## config.mk

```make
export PLATFORM = sky130hd
export DESIGN_NAME = sipo_deser_flat
export DESIGN_NICKNAME = d
export VERILOG_FILES = /design/src/rtl/sipo_deser_if.sv /design/src/rtl/sipo_deser.sv /design/src/flat_wrapper.sv
export SDC_FILE = /design/constraint.sdc
export NUM_CORES = 1
export LEC_CHECK = 0
export CAP_MARGIN = 25
export CORE_AREA = 2 2 39 41
export DETAILED_ROUTE_END_ITERATION = 8
export DIE_AREA = 0 0 41 43
export GPL_TIMING_DRIVEN = 1
export PLACE_DENSITY_LB_ADDON = 0.12
export SLEW_MARGIN = 20
export SYNTH_ARGS = -nofsm -noshare
export SYNTH_HDL_FRONTEND = slang
export SYNTH_SLANG_ARGS = --single-unit
```

## constraint.sdc

```tcl
create_clock -name clk -period 2.79 [get_ports clk]
set_input_delay 0.558 -clock clk [delete_from_list [all_inputs] [get_ports clk]]
set_output_delay 0.558 -clock clk [all_outputs]
set_load 0.02 [all_outputs]
```

## src/rtl/sipo_deser_if.sv

```systemverilog
// sipo_deser_if: serial-in and parallel-out signal bundle of the deserializer.
// slave is the deserializer side; master is the link/consumer side.
interface sipo_deser_if #(
  parameter int WIDTH = 4
);
  logic             si;
  logic             si_valid;
  logic             sync;
  logic [WIDTH-1:0] po;
  logic             po_valid;
  logic             po_ready;
  logic             overrun;
  logic             par_err;

  modport master (
    output si, si_valid, sync, po_ready,
    input  po, po_valid, overrun, par_err
  );

  modport slave (
    input  si, si_valid, sync, po_ready,
    output po, po_valid, overrun, par_err
  );
endinterface

```

## src/rtl/sipo_deser.sv

```systemverilog
// sipo_deser: MSB-first serial to WIDTH-bit word, sync-aligned, held output.
// Define SIPO_PARITY_EN for a trailing even-parity bit per frame.
module sipo_deser #(
  parameter int WIDTH = 4
) (
  input logic        clk,
  input logic        rst_n,
  sipo_deser_if.slave bus
);
  localparam int CW = $clog2(WIDTH + 1);

  typedef enum logic [1:0] {
    S_IDLE,
    S_SHIFT
`ifdef SIPO_PARITY_EN
    , S_PARITY
`endif
  } state_t;

  state_t           state_q, state_d;
  logic [WIDTH-1:0] sr_q, sr_d;
  logic [WIDTH-1:0] po_q, po_d;
  logic [CW-1:0]    cnt_q, cnt_d;
  logic             po_valid_q, po_valid_d;
  logic             overrun_q, overrun_d;

  logic [WIDTH-1:0] sr_shl;
  logic [CW-1:0]    cnt_next;
  logic             take, done, dlv;
  logic [WIDTH-1:0] dlv_word;

  // shift left by one; works for WIDTH=1 as well
  assign sr_shl   = WIDTH'({sr_q, bus.si});
  assign cnt_next = bus.sync ? CW'(1) : cnt_q + CW'(1);
  assign done     = (cnt_next == CW'(WIDTH));

`ifdef SIPO_PARITY_EN
  logic par_err_q, par_err_d;
`endif

  always_comb begin
    state_d  = state_q;
    sr_d     = sr_q;
    cnt_d    = cnt_q;
    take     = 1'b0;
    dlv      = 1'b0;
    dlv_word = sr_shl;
`ifdef SIPO_PARITY_EN
    par_err_d = 1'b0;
`endif
    if (bus.si_valid) begin
      case (state_q)
        S_IDLE:  take = bus.sync;
        S_SHIFT: take = 1'b1;
`ifdef SIPO_PARITY_EN
        S_PARITY: begin
          if (bus.sync) begin
            take = 1'b1;
          end else begin
            state_d = S_IDLE;
            cnt_d   = '0;
            if (^{sr_q, bus.si} == 1'b0) begin
              dlv      = 1'b1;
              dlv_word = sr_q;
            end else begin
              par_err_d = 1'b1;
            end
          end
        end
`endif
        default: take = 1'b0;
      endcase
    end
    if (take) begin
      sr_d    = sr_shl;
      cnt_d   = cnt_next;
      state_d = S_SHIFT;
      if (done) begin
`ifdef SIPO_PARITY_EN
        state_d = S_PARITY;
`else
        state_d = S_IDLE;
        cnt_d   = '0;
        dlv     = 1'b1;
`endif
      end
    end
  end

  // a delivery may land in the same cycle the consumer drains po
  always_comb begin
    po_d       = po_q;
    po_valid_d = po_valid_q;
    overrun_d  = 1'b0;
    if (dlv) begin
      if (!po_valid_q || bus.po_ready) begin
        po_d       = dlv_word;
        po_valid_d = 1'b1;
      end else begin
        overrun_d = 1'b1;
      end
    end else if (po_valid_q && bus.po_ready) begin
      po_valid_d = 1'b0;
    end
  end

  always_ff @(posedge clk or negedge rst_n) begin
    if (!rst_n) begin
      state_q    <= S_IDLE;
      sr_q       <= '0;
      cnt_q      <= '0;
      po_q       <= '0;
      po_valid_q <= 1'b0;
      overrun_q  <= 1'b0;
    end else begin
      state_q    <= state_d;
      sr_q       <= sr_d;
      cnt_q      <= cnt_d;
      po_q       <= po_d;
      po_valid_q <= po_valid_d;
      overrun_q  <= overrun_d;
    end
  end

`ifdef SIPO_PARITY_EN
  always_ff @(posedge clk or negedge rst_n) begin
    if (!rst_n) par_err_q <= 1'b0;
    else        par_err_q <= par_err_d;
  end
  assign bus.par_err = par_err_q;
`else
  assign bus.par_err = 1'b0;
`endif

  assign bus.po       = po_q;
  assign bus.po_valid = po_valid_q;
  assign bus.overrun  = overrun_q;
endmodule
```

## src/flat_wrapper.sv

```systemverilog
// flat-port wrapper written by rule: the top's interface ports become plain ports
module sipo_deser_flat 
#(
  parameter int WIDTH = 4
)
  (clk, rst_n, bus_si, bus_si_valid, bus_sync, bus_po_ready, bus_po, bus_po_valid, bus_overrun, bus_par_err);
  sipo_deser_if #(.WIDTH(WIDTH)) bus_i ();
  input logic clk;
  input logic rst_n;
  input wire logic [$bits(bus_i.si)-1:0] bus_si;
  input wire logic [$bits(bus_i.si_valid)-1:0] bus_si_valid;
  input wire logic [$bits(bus_i.sync)-1:0] bus_sync;
  input wire logic [$bits(bus_i.po_ready)-1:0] bus_po_ready;
  output wire logic [$bits(bus_i.po)-1:0] bus_po;
  output wire logic [$bits(bus_i.po_valid)-1:0] bus_po_valid;
  output wire logic [$bits(bus_i.overrun)-1:0] bus_overrun;
  output wire logic [$bits(bus_i.par_err)-1:0] bus_par_err;
  assign bus_i.si = bus_si;
  assign bus_i.si_valid = bus_si_valid;
  assign bus_i.sync = bus_sync;
  assign bus_i.po_ready = bus_po_ready;
  assign bus_po = bus_i.po;
  assign bus_po_valid = bus_i.po_valid;
  assign bus_overrun = bus_i.overrun;
  assign bus_par_err = bus_i.par_err;
  sipo_deser #(.WIDTH(WIDTH)) u_core (.clk(clk), .rst_n(rst_n), .bus(bus_i));
endmodule
```

==> results of run 1 <==
## logic make-up after synthesis
kind of cell	count (synthesis)
flops	13
fa+ha+maj	1
compound gates	7
simple gates	10
buf+inv	2
other cells	1
mux	8
xor+xnor	1
## cell usage in the layout, fill, tap and decap left out, drive strengths merged, types with 2 or more instances in the layout
master / count
nand2: 2
a21oi: 2
nand2b: 4
mux2: 8
dfrtp: 13
clkdlybuf4s50: 11
clkbuf: 4
o21ai: 2
## sequential cells by signal, indices dropped and copies added (netlist names)
| register | cells |
|---|---|
| u_core.bus.po | 4 |
| u_core.cnt_q | 3 |
| u_core.sr_q | 3 |
| u_core.bus.overrun | 1 |
| u_core.bus.po_valid | 1 |
| u_core.state_q | 1 |
## layer usage
layer,part of all wire,vias to the layer above,wire length (µm)
met5,0,-,0
met4,0.010,0,10
met3,0.040,2,39
met2,0.55,6,545
met1,0.40,182,390
li1,-,184,-
## where the power goes
group	internal, µW	total, µW	switching (µW)
clock	55.3	115	59.3
sequential	252	296	43.9
combinational	146	268	122
total	454	679	225
## stage by stage
stage               total power [µW]  utilization  cells
finish                           679        0.524     73
detailed placement               574        0.505     69
floorplan                        467            -     43
global placement                 560        0.505     69
CTS                              689        0.524     73
global route                     730        0.524     73
## critical path: stages
cell             delay [ns]
clkdlybuf4s50_1        0.54
nor4bb_4               0.36
and4_4                 0.30
mux2_2                 0.34
## layout make-up
cell class / count / area share
Timing Repair Buffer: 11 / 0.152
Inverter: 1 / 0.00518
Tap cell: 16 / 0.0276
Sequential cell: 13 / 0.449
Multi-Input combinational cell: 28 / 0.330
Clock buffer: 4 / 0.0363
## worst paths after layout
kind / start / to / slack, ns / cells past startpoint
setup / recovery: bus_sync / u_core.bus.po[1]$_DFFE_PN0P_ / 0.84 / 4
hold / removal: u_core.cnt_q[1]$_DFFE_PN0P_ / u_core.cnt_q[1]$_DFFE_PN0P_ / 0.49 / 2
setup reg to reg: u_core.cnt_q[0]$_DFFE_PN0P_ / u_core.bus.po[1]$_DFFE_PN0P_ / 0.89 / 4
hold reg to reg: u_core.cnt_q[1]$_DFFE_PN0P_ / u_core.cnt_q[1]$_DFFE_PN0P_ / 0.49 / 2
max in group asynchronous: rst_n / u_core.cnt_q[2]$_DFFE_PN0P_ / 1.78 / 1
min in group asynchronous: rst_n / u_core.sr_q[1]$_DFFE_PN0P_ / 0.64 / 1
==> impl_metrics.yaml, run 1 <==
clocking:
  clk_latency_ns: 0.27
  ctsHoldBuffers: 0
  numCtsBuffers: 3
  ctsResizeCount: 0
  cts_tree: "yes"
  clockBufferDepth: 2
  clk_pin_slew_ns: 0.08
  cts_max_level: 1
  cts_root_buf: "clkbuf_4"
  cts_setup_buffers: 0
  cts.sinks: 13
layout:
  nets: 65
  multi_input_area_um2: 239
  regArea_um2: 325
  drive_gt1_frac: 0.246
  area_delta_synth_final_pct: 25.9
  final_cell_area_um2: 724
  fillCellCount: 122
  num_antenna_cells: 0
timing:
  hold_violations: 0
  worst_pin_slew_ns: 0.557
  fin_ws_ns: 0.845
  hold_slack_ns: 0.491
  clock_skew_ns: 0.00365
  setup_viol: 0
  fmax_mhz: 514
  maxSlewViolCount: 0
  rsz0062_at_grt: "no"
  finalCriticalPeriod_ns: 1.95
  fin_crit_sh: 0.697
  slew_headroom: 0.628
  tns_ns: 0
worst_setup_path:
  critPathLaunchType: "primary input"
  arrival_ns: 2.10
  critical_path_class: "in -> reg"
  cp.required_ns: 2.94
  crit_fanout: 6
  critPathCaptureType: "register"
synth:
  yosysWarnings: 0
  synth-edff-count: 0
  synth_most_common_cell: "dfrtp_1"
  synthSimpleGateAreaFrac: 0.135
  synth_compound_area_frac: 0.0804
  synth_top_area_cell: "dfrtp_1"
  yosysUniqueCellTypes: 19
  netlist.area_leader.share: 0.565
  synth_fp_nets: 50
  synth_area_um2: 576
  seq_area_frac_synth: 0.565
  avgSynthCellArea_um2: 13.4
  synth-main-ff-cell: "dfrtp_1"
  synth_adder_area_share: 0.0217
  synth-xor-area-share: 0.0152
  synth-seq-cells: 13
  synth_top_family_by_area: "multiplexers"
  muxShareOfSynthArea: 0.157
  yosys-top-cells-area: "dfrtp_1 57%, mux2_2 16%, nand2b_1 4.3%"
  netlist_top_cells_count: "13 x dfrtp_1, 8 x mux2_2, 4 x nand2b_1"
  ys_async_sr_fraction: 1.00
  synthCells: 43
drt:
  via_count: 374
  wl_um: 986
  routed_via_density: 5.12
  antenna_left: 0
  first_iter_violations: 0
  drt-pass1-iter-count: 1
  drc: 0
  wl_per_cell_um: 13.5
grt:
  grt_pass1_vias: 400
  grt_usage: 0.156
  grt_busiest_layer: "met2"
  use_met3: 0.0471
  antenna_found_initial: 0
  use_met1: 0.171
  gr-usage-met2: 0.244
  grt_pass1_wl_mm: 1.76
  grt-ovfl-total: 0
  grt_start_max_net_pins: 14
place:
  hpwl_um: 771
  finalWeightedCongestion: 0.620
  port_buffers: 11
  placed_area_um2: 698
  place_ws_ns: 0.562
flow_run:
  cap_violations: 0
floorplan:
  dieWidth_um: 41
  initial_core_util: 0.416
  core-area_mm2: 0.00138
  dieArea_mm2: 0.00176
  dieHeight_um: 43
  io_pins: 13
  fp-row-count: 14
power:
  p_leak_uw: 0.000330
  p_per_area_mw_per_mm2: 937
  ir_drop_mv: 0.384
worst_hold_path:
  hp-class: "reg -> reg"
status:
  status: "complete, no violations"
Note: power is estimated with default switching activity, not from simulation.
==> run 2: changes to the inputs <==
- CORE_AREA: 2 2 39 41 -> unset
- CORE_MARGIN: unset -> 2
- CORE_UTILIZATION: unset -> 41
- DIE_AREA: 0 0 41 43 -> unset
- clock period: 2.79 -> 1.6 ns (I/O delays scaled with it)
==> run 2 against run 1 <==
  * The flow now finishes with violations (setup timing)
  * Sequential share of layout area shrank 4.5 points
  * Wire length is 17% higher
  * Die area down 2.5%
  * Cell count is 8.2% higher
  * Cell area up 11%
  * First-iteration DRC count increased by 3
  * Utilization up 9.6 points
  * Via count is 10% higher
  * Clock-buffer cell count unchanged
  * Sequential power is 77% higher
  * Clock skew down 0.0017 ns
  * Critical path depth unchanged
  * Critical path type is now reg -> reg
  * Critical endpoint is now u_core.bus.po[2]$_DFFE_PN0P_
==> impl_metrics.yaml, run 2 (synthesis gave the netlist of run 1 again) <==
place:
  finalWeightedCongestion: 0.721
  hpwl_um: 907
  place_ws_ns: -0.261
  port_buffers: 11
drt:
  drt-pass1-iter-count: 3
  wl_per_cell_um: 14.6
  via_count: 413
  drc: 0
  wl_mm: 1.15
  antenna_left: 0
  first_iter_violations: 3
  routed_via_density: 5.23
floorplan:
  dieWidth_um: 41.5
  io_pins: 13
  dieHeight_um: 41.5
  initial_core_util: 0.442
  fp-row-count: 13
  core-area_mm2: 0.00130
  dieArea_mm2: 0.00172
worst_setup_path:
  critPathCaptureType: "register"
  rrSetupSlack_ns: -0.10
  rr_worst_depth: 4
  critical_path_class: "reg -> reg"
  r2r_start: "u_core.cnt_q[1]$_DFFE_PN0P_"
  critPathLaunchType: "register"
  cp.required_ns: 1.76
  arrival_ns: 1.86
  r2r_end: "u_core.bus.po[2]$_DFFE_PN0P_"
  crit_fanout: 4
timing:
  rsz0062_at_grt: "yes"
  fmax_mhz: 587
  setup_viol: 4
  worst_pin_slew_ns: 0.567
  slew_headroom: 0.621
  clock_skew_ns: 0.00192
  fin_ws_ns: -0.104
  fin_crit_sh: 1.06
  hold_violations: 0
  finalCriticalPeriod_ns: 1.70
  maxSlewViolCount: 0
worst_hold_path:
  hp-class: "in -> async"
grt:
  grt_usage: 0.160
  grt_pass1_wl_mm: 2.05
  grt_pass1_vias: 455
  grt-ovfl-total: 0
  antenna_found_initial: 0
  grt_start_max_net_pins: 14
layout:
  fin_util: 0.619
  fillCellCount: 102
  area_delta_synth_final_pct: 40.0
  multi_input_area_um2: 267
  most-common-layout-cells: "13 x dfrtp_1, 10 x clkdlybuf4s50_1, 7 x buf_4"
  final_common_cell: "dfrtp_1"
  drive_gt1_frac: 0.344
  largest_reg_flops: 4
  nets: 72
  num_antenna_cells: 0
  regArea_um2: 325
clocking:
  numCtsBuffers: 3
  cts_max_level: 1
  cts_tree: "yes"
  ctsHoldBuffers: 0
  clk_latency_ns: 0.27
  clockBufferDepth: 2
  cts_root_buf: "clkbuf_4"
  cts.sinks: 13
  clk_pin_slew_ns: 0.07
power:
  ir_drop_mv: 0.805
  p_per_area_mw_per_mm2: 1640
  p_leak_uw: 0.000387
flow_run:
  cap_violations: 0
status:
  status: "finished with violations"
  failed_checks: "setup timing"
run 2: cell count changes in the layout (fill, tap and decap cells not counted):
| cell | delta |
|---|---|
| buf_4 | +7 |
| mux2_2 | -4 |
| mux2_4 | +4 |
| clkdlybuf4s50_1 | -1 |
| dlymetal6s2s_1 | +1 |
| ha_1 | -1 |
| ha_4 | +1 |
run 2: final cells by class:
type,count,share of cell area
Sequential cell,13,0.404
Multi-Input combinational cell,28,0.331
Timing Repair Buffer,18,0.205
Clock buffer,4,0.0326
Tap cell,15,0.0233
Inverter,1,0.00466
run 2: metrics by stage:
step | hold WS [ns] | TNS (ns) | std cells | power, µW | cell area, µm²
after floorplan | 0.0244 | -0.181 | 43 | 871 | 603
after global placement | 0.491 | -1.59 | 74 | 1090 | 769
after detailed placement | 0.491 | -1.92 | 74 | 1130 | 769
after CTS | 0.421 | -0.313 | 79 | 1340 | 803
after global routing | 0.459 | -0.597 | 79 | 1420 | 806
final | 0.410 | -0.407 | 79 | 1320 | 806
run 2: worst max-delay path by stage:
| stage | startpoint | end | slack, ns | cells after the start |
|---|---|---|---|---|
| after floorplan | u_core.cnt_q[0]$_DFFE_PN0P_ | u_core.bus.po[0]$_DFFE_PN0P_ | -0.05 | 4 |
| after global placement | bus_sync | u_core.bus.po[0]$_DFFE_PN0P_ | -0.22 | 4 |
| after detailed placement | bus_sync | u_core.bus.po[2]$_DFFE_PN0P_ | -0.26 | 4 |
| after CTS | u_core.cnt_q[1]$_DFFE_PN0P_ | u_core.bus.po[2]$_DFFE_PN0P_ | -0.08 | 4 |
| after global routing | u_core.cnt_q[1]$_DFFE_PN0P_ | u_core.bus.po[3]$_DFFE_PN0P_ | -0.15 | 4 |
| final | u_core.cnt_q[1]$_DFFE_PN0P_ | u_core.bus.po[2]$_DFFE_PN0P_ | -0.10 | 4 |
run 2: power by group:
part	internal (µW)	leakage, µW	switching (µW)	total, µW
Combinational	357	0.000211	249	606
Sequential	441	0.000160	82.0	523
Clock	96.6	0.0000150	97.9	194
Total	894	0.000387	429	1320
run 2: routing by layer:
layer	wire, µm	up-vias	GRT usage
li1	-	192	-
met1	485	208	0.190
met2	604	9	0.266
met3	39	4	0.0304
met4	25	0	0.0968
met5	0	-	0
run 2: worst max-delay path: stages, from the launching register on:
cell and delay, ns:
dfrtp_1 0.41, ha_4 0.26, nor4bb_4 0.29, and4_4 0.32, mux2_4 0.31
run 2: what timing repair did:
action / in CTS / in global routing
resized for setup: 0 / 1
setup buffers: 1 / 0
setup endpoints to repair: 4 / 5
==> run 3: changes to the inputs <==
- ABC_CLOCK_PERIOD_IN_PS: unset -> 1600
- CTS_CLUSTER_SIZE: unset -> 8
==> results of run 3 <==
Final layout, timing and power as in run 2 (identical DEF).
